**config.mk**
```make
export PLATFORM = sky130hd
export DESIGN_NAME = cla_operand_loader_flat
export DESIGN_NICKNAME = d
export VERILOG_FILES = /design/src/rtl/cla_operand_loader_if.sv /design/src/rtl/cla_operand_loader.sv /design/src/flat_wrapper.sv
export SDC_FILE = /design/constraint.sdc
export NUM_CORES = 1
export LEC_CHECK = 0
export CORE_MARGIN = 1
export CORE_UTILIZATION = 25
export CTS_CLUSTER_DIAMETER = 40
export DETAILED_ROUTE_END_ITERATION = 7
export PLACE_DENSITY_LB_ADDON = 0.25
export SLEW_MARGIN = 10
export SYNTH_ARGS = -nofsm -noshare
export SYNTH_HDL_FRONTEND = slang
export SYNTH_SLANG_ARGS = --single-unit
```
**constraint.sdc**
```tcl
create_clock -name i_clk -period 5 [get_ports i_clk]
set_input_delay 1.25 -clock i_clk [delete_from_list [all_inputs] [get_ports i_clk]]
set_output_delay 1.25 -clock i_clk [all_outputs]
set_load 0.01 [all_outputs]
```
**src/rtl/cla_operand_loader_if.sv**
```systemverilog
// cla_operand_loader_if: beat input stream and result handshake of the operand loader
interface cla_operand_loader_if;
    logic        in_valid;
    logic        in_ready;
    logic [31:0] in_data;
    logic        res_valid;
    logic        res_ready;
    logic [63:0] res_sum;
    logic        res_cout;
    modport master (
        output in_valid, in_data, res_ready,
        input  in_ready, res_valid, res_sum, res_cout
    );
    modport slave (
        input  in_valid, in_data, res_ready,
        output in_ready, res_valid, res_sum, res_cout
    );
endinterface

```
**src/rtl/cla_operand_loader.sv**
```systemverilog
// cla_operand_loader: assembles 64-bit operands from 32-bit beats, waits out the CLA latency, holds the result
module cla_operand_loader #(
    parameter int CLA_LAT = 2
) (
    input  logic                        i_clk,
    input  logic                        i_rst_n,
    cla_operand_loader_if.slave         s_bus,
    output logic [63:0]                 o_op1,
    output logic [63:0]                 o_op2,
    input  logic [63:0]                 i_cla_sum,
    input  logic                        i_cla_cout,
    output logic                        o_busy
);
    localparam int LW = (CLA_LAT > 1) ? $clog2(CLA_LAT) : 1;
    typedef enum logic [1:0] {LOAD, WAIT, HOLD} state_t;
    state_t        r_state, w_state_nxt;
    logic [1:0]    r_beat_cnt, w_beat_cnt_nxt;
    logic [LW-1:0] r_lat_cnt, w_lat_cnt_nxt;
    logic [95:0]   r_shadow, w_shadow_nxt;
    logic [63:0]   r_op1, r_op2, w_op1_nxt, w_op2_nxt;
    logic [63:0]   r_res_sum, w_res_sum_nxt;
    logic          r_res_cout, w_res_cout_nxt;
    logic          r_res_valid, w_res_valid_nxt;
    logic          r_in_ready, w_in_ready_nxt;
    logic          r_busy, w_busy_nxt;
    logic          w_accept, w_last, w_pop, w_lat_done;
    assign w_accept   = s_bus.in_valid & r_in_ready;
    assign w_last     = w_accept & (r_beat_cnt == 2'd3);
    assign w_pop      = r_res_valid & s_bus.res_ready;
    assign w_lat_done = r_lat_cnt == LW'(CLA_LAT - 1);
    assign s_bus.in_ready  = r_in_ready;
    assign s_bus.res_valid = r_res_valid;
    assign s_bus.res_sum   = r_res_sum;
    assign s_bus.res_cout  = r_res_cout;
    assign o_op1  = r_op1;
    assign o_op2  = r_op2;
    assign o_busy = r_busy;
    // Next-state and next-register values; beats 0-2 park in the shadow, beat 3 updates both operands at once
    always_comb begin
        w_state_nxt     = r_state;
        w_beat_cnt_nxt  = r_beat_cnt;
        w_lat_cnt_nxt   = r_lat_cnt;
        w_shadow_nxt    = r_shadow;
        w_op1_nxt       = r_op1;
        w_op2_nxt       = r_op2;
        w_res_sum_nxt   = r_res_sum;
        w_res_cout_nxt  = r_res_cout;
        w_res_valid_nxt = r_res_valid;
        w_in_ready_nxt  = r_in_ready;
        w_busy_nxt      = r_busy;
        case (r_state)
            LOAD: begin
                w_in_ready_nxt = !w_last;
                if (w_last) begin
                    w_op1_nxt      = r_shadow[63:0];
                    w_op2_nxt      = {s_bus.in_data, r_shadow[95:64]};
                    w_state_nxt    = WAIT;
                    w_busy_nxt     = 1'b1;
                    w_lat_cnt_nxt  = '0;
                    w_beat_cnt_nxt = 2'd0;
                end else if (w_accept) begin
                    w_shadow_nxt[{r_beat_cnt, 5'd0} +: 32] = s_bus.in_data;
                    w_beat_cnt_nxt = r_beat_cnt + 2'd1;
                end
            end
            WAIT: begin
                w_lat_cnt_nxt = r_lat_cnt + LW'(1);
                if (w_lat_done) begin
                    w_res_sum_nxt   = i_cla_sum;
                    w_res_cout_nxt  = i_cla_cout;
                    w_res_valid_nxt = 1'b1;
                    w_state_nxt     = HOLD;
                end
            end
            HOLD: begin
                if (w_pop) begin
                    w_res_valid_nxt = 1'b0;
                    w_busy_nxt      = 1'b0;
                    w_in_ready_nxt  = 1'b1;
                    w_state_nxt     = LOAD;
                end
            end
            default: w_state_nxt = LOAD;
        endcase
    end
    // State registers; reset clears everything immediately, including in_ready
    always_ff @(posedge i_clk or negedge i_rst_n) begin
        if (!i_rst_n) begin
            r_state     <= LOAD;
            r_beat_cnt  <= 2'd0;
            r_lat_cnt   <= '0;
            r_shadow    <= '0;
            r_op1       <= '0;
            r_op2       <= '0;
            r_res_sum   <= '0;
            r_res_cout  <= 1'b0;
            r_res_valid <= 1'b0;
            r_in_ready  <= 1'b0;
            r_busy      <= 1'b0;
        end else begin
            r_state     <= w_state_nxt;
            r_beat_cnt  <= w_beat_cnt_nxt;
            r_lat_cnt   <= w_lat_cnt_nxt;
            r_shadow    <= w_shadow_nxt;
            r_op1       <= w_op1_nxt;
            r_op2       <= w_op2_nxt;
            r_res_sum   <= w_res_sum_nxt;
            r_res_cout  <= w_res_cout_nxt;
            r_res_valid <= w_res_valid_nxt;
            r_in_ready  <= w_in_ready_nxt;
            r_busy      <= w_busy_nxt;
        end
    end
endmodule

```
**src/flat_wrapper.sv**
```systemverilog
// flat-port wrapper written by rule: the top's interface ports become plain ports
module cla_operand_loader_flat 
#(
    parameter int CLA_LAT = 2
)
  (i_clk, i_rst_n, o_op1, o_op2, i_cla_sum, i_cla_cout, o_busy, s_bus_in_valid, s_bus_in_data, s_bus_res_ready, s_bus_in_ready, s_bus_res_valid, s_bus_res_sum, s_bus_res_cout);
  cla_operand_loader_if s_bus_i ();
  input  logic i_clk;
  input  logic i_rst_n;
  output logic [63:0] o_op1;
  output logic [63:0] o_op2;
  input  logic [63:0] i_cla_sum;
  input  logic i_cla_cout;
  output logic o_busy;
  input wire logic [$bits(s_bus_i.in_valid)-1:0] s_bus_in_valid;
  input wire logic [$bits(s_bus_i.in_data)-1:0] s_bus_in_data;
  input wire logic [$bits(s_bus_i.res_ready)-1:0] s_bus_res_ready;
  output wire logic [$bits(s_bus_i.in_ready)-1:0] s_bus_in_ready;
  output wire logic [$bits(s_bus_i.res_valid)-1:0] s_bus_res_valid;
  output wire logic [$bits(s_bus_i.res_sum)-1:0] s_bus_res_sum;
  output wire logic [$bits(s_bus_i.res_cout)-1:0] s_bus_res_cout;
  assign s_bus_i.in_valid = s_bus_in_valid;
  assign s_bus_i.in_data = s_bus_in_data;
  assign s_bus_i.res_ready = s_bus_res_ready;
  assign s_bus_in_ready = s_bus_i.in_ready;
  assign s_bus_res_valid = s_bus_i.res_valid;
  assign s_bus_res_sum = s_bus_i.res_sum;
  assign s_bus_res_cout = s_bus_i.res_cout;
  cla_operand_loader #(.CLA_LAT(CLA_LAT)) u_core (.i_clk(i_clk), .i_rst_n(i_rst_n), .s_bus(s_bus_i), .o_op1(o_op1), .o_op2(o_op2), .i_cla_sum(i_cla_sum), .i_cla_cout(i_cla_cout), .o_busy(o_busy));
endmodule
```
==> reports/results.ini, run 1 <==
[layout]
final_common_cell=dfrtp_1
syn2layout_area_growth_pct=47.7
fin_area_um2=18000
final_util_pct=37.5
drive_gt1_share_pct=26.3
final_cell_mix=dfrtp_1, clkdlybuf4s50_1, mux2_2
nets=1292
antennaDiodeCount=0
fin_cells=1850

[grt]
overflow=0
grt_pass1_vias=8186
top_usage_layer=met2
grtUsageMet2_pct=20.7
grt_use_met1_pct=16.8
antenna_found_initial=0
grt_pass1_wl_um=49200
grt_max_degree=113
gr-usage-all-layers_pct=13.0
use_met3_pct=3.15

[clock_tree]
clock_sinks=297
cts_tree=yes
clk_latency_ns=0.59
ctsHoldBuffers=0
numCtsBuffers=58
clock_path_buffers=3
htreeDepth=2
cts.repair.resized=0
post-cts-setup-buffers=0
cts_root_buffer=clkbuf_16
clkSlewWorstSetupHoldPaths_ns=0.05

[timing]
slew-limit-headroom_pct=36.4
rsz0062_at_grt=no
fmaxAchievable_mhz=339
skew_ns=0.0177
hold_viol=0
final-setup-viol-count=0
setup_tns_ns=0
finalCritPeriodShare_pct=59.0
drv_slew=0
min_period_ns=2.95
worst_pin_slew_ns=0.954
fin_ws_ns=2.05

[worst_setup_path]
r2r_end=u_core.r_shadow[78]$_DFFE_PN0P_
critical-path-top-delay-family=buffers and inverters
cp_max_fo=65
critical_path_arrival_ns=3.40
path_cells=clkdlybuf4s50_1 > nor4bb_1 > buf_4 > nand2_8 > buf_4 > mux2_4
crit_end=u_core.o_op2[17]$_DFFE_PN0P_
startpoint=s_bus_in_valid
path_common_cell=buf_4
crit_slowest_cell=clkdlybuf4s50_1
crit_required_ns=5.46
reg2reg_depth=5
slowest_delay_ns=0.50
rr_startpoint=u_core.r_beat_cnt[0]$_DFFE_PN0P_
rrSetupSlack_ns=2.47
cp_num_buf_inv=3
path_class=in -> reg
path_depth=6
critPathLaunchType=primary input
cp-end-kind=flop

[die]
io_pins=297
num_rows=80
die_area_um2=49500
start_util_pct=25.4
fp.coreArea_um2=47800
die_w_um=223
die_h_um=223

[drt]
vias=7449
viasPerCell=4.03
drc=0
wire_per_inst_um=17.1
wirelength_um=31600
dr.pass1.iters=4
drtIter0Drc=245
ant_nets=0

[placed_design]
dp.cells=1741
hpwl_um=20200
placed_cell_area_um2=15800
pre_cts_slack_ns=1.43
io_buffers=296
place.gp.congestion=0.729

[logic_synthesis]
yosysTopAreaCell=dfrtp_1
synth_cell_type_count=28
synth_nets=965
avgSynthCellArea_um2=14.2
yosys_warnings=0
yosysSeqAreaShare_pct=61.1
ys_ff_latch=297
synthCells=859
synthTopCellsByArea=dfrtp_1, mux2_4, mux2_2
syn_area_um2=12200
yosysTopAreaCellShare_pct=61.1

[min_path]
min_path_type=reg -> reg

[power_and_ir_drop]
vdd_drop_max_uv=273
p_leak_nw=8.17
p_per_area_nw_per_um2=683

[flow_run]
drv_cap=0

[status]
status=finished clean

synthesized netlist by cell type:
library cell / instances
a21oi_1: 3
and2_1: 1
and3b_1: 3
and4_1: 2
buf_1: 2
buf_2: 23
buf_6: 9
buf_8: 1
clkbuf_1: 9
dfrtp_1: 297
ha_1: 5
inv_1: 97
mux2_2: 108
mux2_4: 87
mux2i_1: 94
nand2_1: 98
nand2_4: 1
nand2b_1: 2
nand3b_1: 2
nor2_1: 1
nor2b_1: 1
nor3_1: 1
nor3b_1: 1
nor4b_2: 1
nor4bb_1: 1
o21a_1: 1
o21ai_0: 7
xnor2_1: 1
kinds of logic after synthesis:
family                   count (synthesis)  synth area share, %
flip-flops                             297                 61.1
multiplexers                           289                 28.5
buffers and inverters                  141                 5.24
AND/OR/NAND/NOR                        115                 4.14
AO/OA/AOI/OAI                           11                0.473
adder cells (fa/ha/maj)                  5                0.514
XOR/XNOR                                 1               0.0720
metal layers:
| layer | routed length [µm] | vias to the layer above |
|---|---|---|
| met5 | 0 | - |
| li1 | - | 3508 |
| met2 | 15100 | 157 |
| met3 | 1530 | 44 |
| met4 | 739 | 0 |
| met1 | 14200 | 3740 |
final cells by class:
cell class	instances	area [µm²]
clock buffer	70	1630
clock inverter	39	512
fill	4598	29900
inverter	97	364
multi-input combinational	421	4130
sequential	297	7430
tap	615	769
timing repair buffer	311	3130
stage by stage:
step	hold WS [ns]	power, mW
floorplan	0.478	5.97
global placement	0.486	8.12
detailed placement	0.490	8.18
CTS	0.501	12.5
global route	0.507	12.9
finish	0.497	12.3
how the worst min path moves through the flow:
stage | to | depth (start not counted) | slack (ns) | start
CTS | u_core.o_op1[63]$_DFFE_PN0P_ | 1 | 0.50 | u_core.r_shadow[63]$_DFFE_PN0P_
global route | u_core.s_bus.res_sum[29]$_DFFE_PN0P_ | 1 | 0.51 | u_core.s_bus.res_sum[29]$_DFFE_PN0P_
detailed placement | u_core.o_op1[47]$_DFFE_PN0P_ | 1 | 0.49 | u_core.r_shadow[47]$_DFFE_PN0P_
global placement | u_core.s_bus.res_sum[25]$_DFFE_PN0P_ | 1 | 0.49 | u_core.s_bus.res_sum[25]$_DFFE_PN0P_
floorplan | u_core.o_op1[39]$_DFFE_PN0P_ | 1 | 0.48 | u_core.r_shadow[39]$_DFFE_PN0P_
finish | u_core.o_op1[63]$_DFFE_PN0P_ | 1 | 0.50 | u_core.r_shadow[63]$_DFFE_PN0P_
registers in the layout (all words and copies together), names as in the netlist:
register,flops
u_core.r_beat_cnt,2
u_core.s_bus.res_sum,64
u_core.s_bus.in_ready,1
u_core.s_bus.res_valid,1
u_core.o_busy,1
u_core.s_bus.res_cout,1
u_core.r_lat_cnt,1
u_core.o_op2,64
u_core.r_shadow,96
u_core.r_state,2
u_core.o_op1,64
report_power, final:
group | switching (mW) | leakage (nW) | internal (mW)
clock | 1.40 | 1.05 | 2.81
combinational | 1.70 | 3.31 | 2.44
sequential | 0.540 | 3.81 | 3.38
worst reg2reg max path, delay by kind of cell (launching register included):
| kind | cells | cell delay, ns |
|---|---|---|
| fa+ha+maj | 1 | 0.37 |
| flops | 1 | 0.47 |
| buf+inv | 1 | 0.46 |
| simple gates | 2 | 0.89 |
| mux | 1 | 0.27 |
Note: power is estimated with default switching activity, not from simulation.
==> run 2: changes to the inputs <==
Clock period 5 ns to 2.7 ns, I/O delays scaled along.
==> reports/results.ini, run 2 (synthesized netlist as in run 1, its figures left out) <==
[clock_tree]
htreeDepth=2  ; unchanged
clk_latency_ns=0.58  ; about the same
numCtsBuffers=56  ; -3.4%
cts_tree=yes
ctsHoldBuffers=0  ; unchanged
clkSlewWorstSetupHoldPaths_ns=0.05  ; about the same
post-cts-setup-buffers=0  ; unchanged
cts.repair.resized=0  ; unchanged
clock_path_buffers=3  ; unchanged
clock_sinks=297  ; unchanged
cts_root_buffer=clkbuf_16

[power_and_ir_drop]
total_power_mw=22.4  ; +83%
p_per_area_nw_per_um2=1240  ; +82%
p_leak_nw=8.22  ; +0.61%
vdd_drop_max_uv=637  ; +130%

[placed_design]
pre_cts_slack_ns=0.119  ; -1.31 ns
dp.cells=1760  ; +1.1%
hpwl_um=21600  ; +6.6%
io_buffers=296  ; unchanged
place.gp.congestion=0.709  ; -2.8%

[timing]
hold_viol=0  ; unchanged
drv_slew=0  ; unchanged
slew-limit-headroom_pct=64.3  ; +28 points
rsz0062_at_grt=no
finalCritPeriodShare_pct=84.0
setup_tns_ns=0  ; unchanged
worst_pin_slew_ns=0.536  ; -0.418 ns
fmaxAchievable_mhz=441
fin_ws_ns=0.431  ; -1.62 ns
min_period_ns=2.27
skew_ns=0.0221  ; +0.00433 ns
hold_slack_ns=0.0559  ; -0.441 ns
final-setup-viol-count=0  ; unchanged

[grt]
grt_pass1_wl_um=50100  ; +1.8%
grt_pass1_vias=8327  ; +1.7%
gr-usage-all-layers_pct=13.1  ; +0.16 points
overflow=0  ; unchanged
antenna_found_initial=0  ; unchanged
grt_max_degree=62  ; -45%

[die]
fp.coreArea_um2=47800  ; unchanged
die_area_um2=49500  ; unchanged
io_pins=297  ; unchanged
die_w_um=223  ; unchanged
start_util_pct=25.4  ; unchanged
die_h_um=223  ; unchanged
num_rows=80  ; unchanged

[worst_setup_path]
crit_required_ns=2.03  ; -3.43 ns
slowest_delay_ns=0.61  ; +0.11 ns
critical-path-top-delay-family=buffers and inverters
path_cells=clkdlybuf4s50_1
crit_slowest_cell=clkdlybuf4s50_1
cp-end-kind=primary output
cp_max_fo=5  ; -92%
path_class=reg -> out
cp_num_buf_inv=1  ; -2
critical_path_arrival_ns=1.59  ; -1.81 ns
critPathLaunchType=flop
startpoint=u_core.s_bus.res_valid$_DFFE_PN0P_
rr_startpoint=u_core.r_beat_cnt[0]$_DFFE_PN0P_

[drt]
wirelength_um=31900  ; +0.87%
drc=0  ; unchanged
dr.pass1.iters=4  ; unchanged
viasPerCell=4.08  ; +1.4%
drtIter0Drc=259  ; +5.7%
wire_per_inst_um=17.1  ; about the same
ant_nets=0  ; unchanged
vias=7618  ; +2.3%

[layout]
ff_latch_area_um2=7430  ; unchanged
nets=1309  ; +1.3%
fin_cells=1865  ; +0.81%
drive_gt1_share_pct=26.6  ; +0.32 points
syn2layout_area_growth_pct=48.6
final_cell_mix=dfrtp_1, clkdlybuf4s50_1, mux2_2
top_register=u_core.r_shadow
antennaDiodeCount=0  ; unchanged
largest_reg_flops=96  ; unchanged
final_common_cell=dfrtp_1
fillers=4607  ; +0.20%
multiInputGateArea_um2=4130  ; unchanged

[min_path]
min_path_type=in -> async

[flow_run]
drv_cap=0  ; unchanged

[status]
status=finished clean

-- run 2: cell types whose count changed in the layout (fill, tap and decap cells not counted), sizes merged --
cell / change
bufinv: +1
clkbuf: -1
inv: -6
buf: +19
clkinvlp: +3
clkinv: -1
-- run 2: report_power, final --
| part | leakage, nW | switching [mW] | internal (mW) |
|---|---|---|---|
| combinational | 3.45 | 3.18 | 4.63 |
| clock | 0.956 | 2.44 | 4.90 |
| sequential | 3.81 | 1.01 | 6.26 |
-- run 2: final cells by class --
cell class | count | area share (%)
Tap cell | 615 | 4.26
Inverter | 97 | 2.01
Clock buffer | 69 | 8.25
Timing Repair Buffer | 330 | 18.7
Multi-Input combinational cell | 421 | 22.8
Clock inverter | 36 | 2.80
Sequential cell | 297 | 41.1
-- run 2: layer usage --
| metal | global-route usage (%) | vias up | part of all wire [%] |
|---|---|---|---|
| met5 | 0 | - | 0 |
| met4 | 4.98 | 0 | 2.6 |
| met3 | 3.56 | 54 | 5.9 |
| met2 | 21.1 | 183 | 48 |
| met1 | 16.8 | 3848 | 43 |
| li1 | - | 3533 | - |
-- run 2: per-stage QoR --
| stage | cell area (µm²) | util [%] |
|---|---|---|
| 3_3_place_gp | 16100 | 33.6 |
| 5_1_grt | 18100 | 37.8 |
| 2_1_floorplan | 12200 | - |
| 4_1_cts | 18100 | 37.8 |
| 3_5_place_dp | 16100 | 33.6 |
| 6_report | 18100 | 37.8 |
-- run 2: worst register-to-register path: cells and delay by family, from the launching register on --
family	cells	cell delay (ns)
flops	1	0.48
simple gates	2	0.75
buf+inv	1	0.30
fa+ha+maj	1	0.37
mux	1	0.22
-- run 2: worst paths after layout --
path	to	slack [ns]	cells past startpoint
setup / recovery	s_bus_res_valid	0.43	1
hold / removal	u_core.o_op2[33]$_DFFE_PN0P_	0.06	1
setup reg to reg	u_core.r_shadow[41]$_DFFE_PN0P_	0.51	5
hold reg to reg	u_core.o_op2[11]$_DFFE_PN0P_	0.49	1
max in group asynchronous	u_core.s_bus.res_sum[53]$_DFFE_PN0P_	1.95	2
min in group i_clk	u_core.o_op2[11]$_DFFE_PN0P_	0.49	1
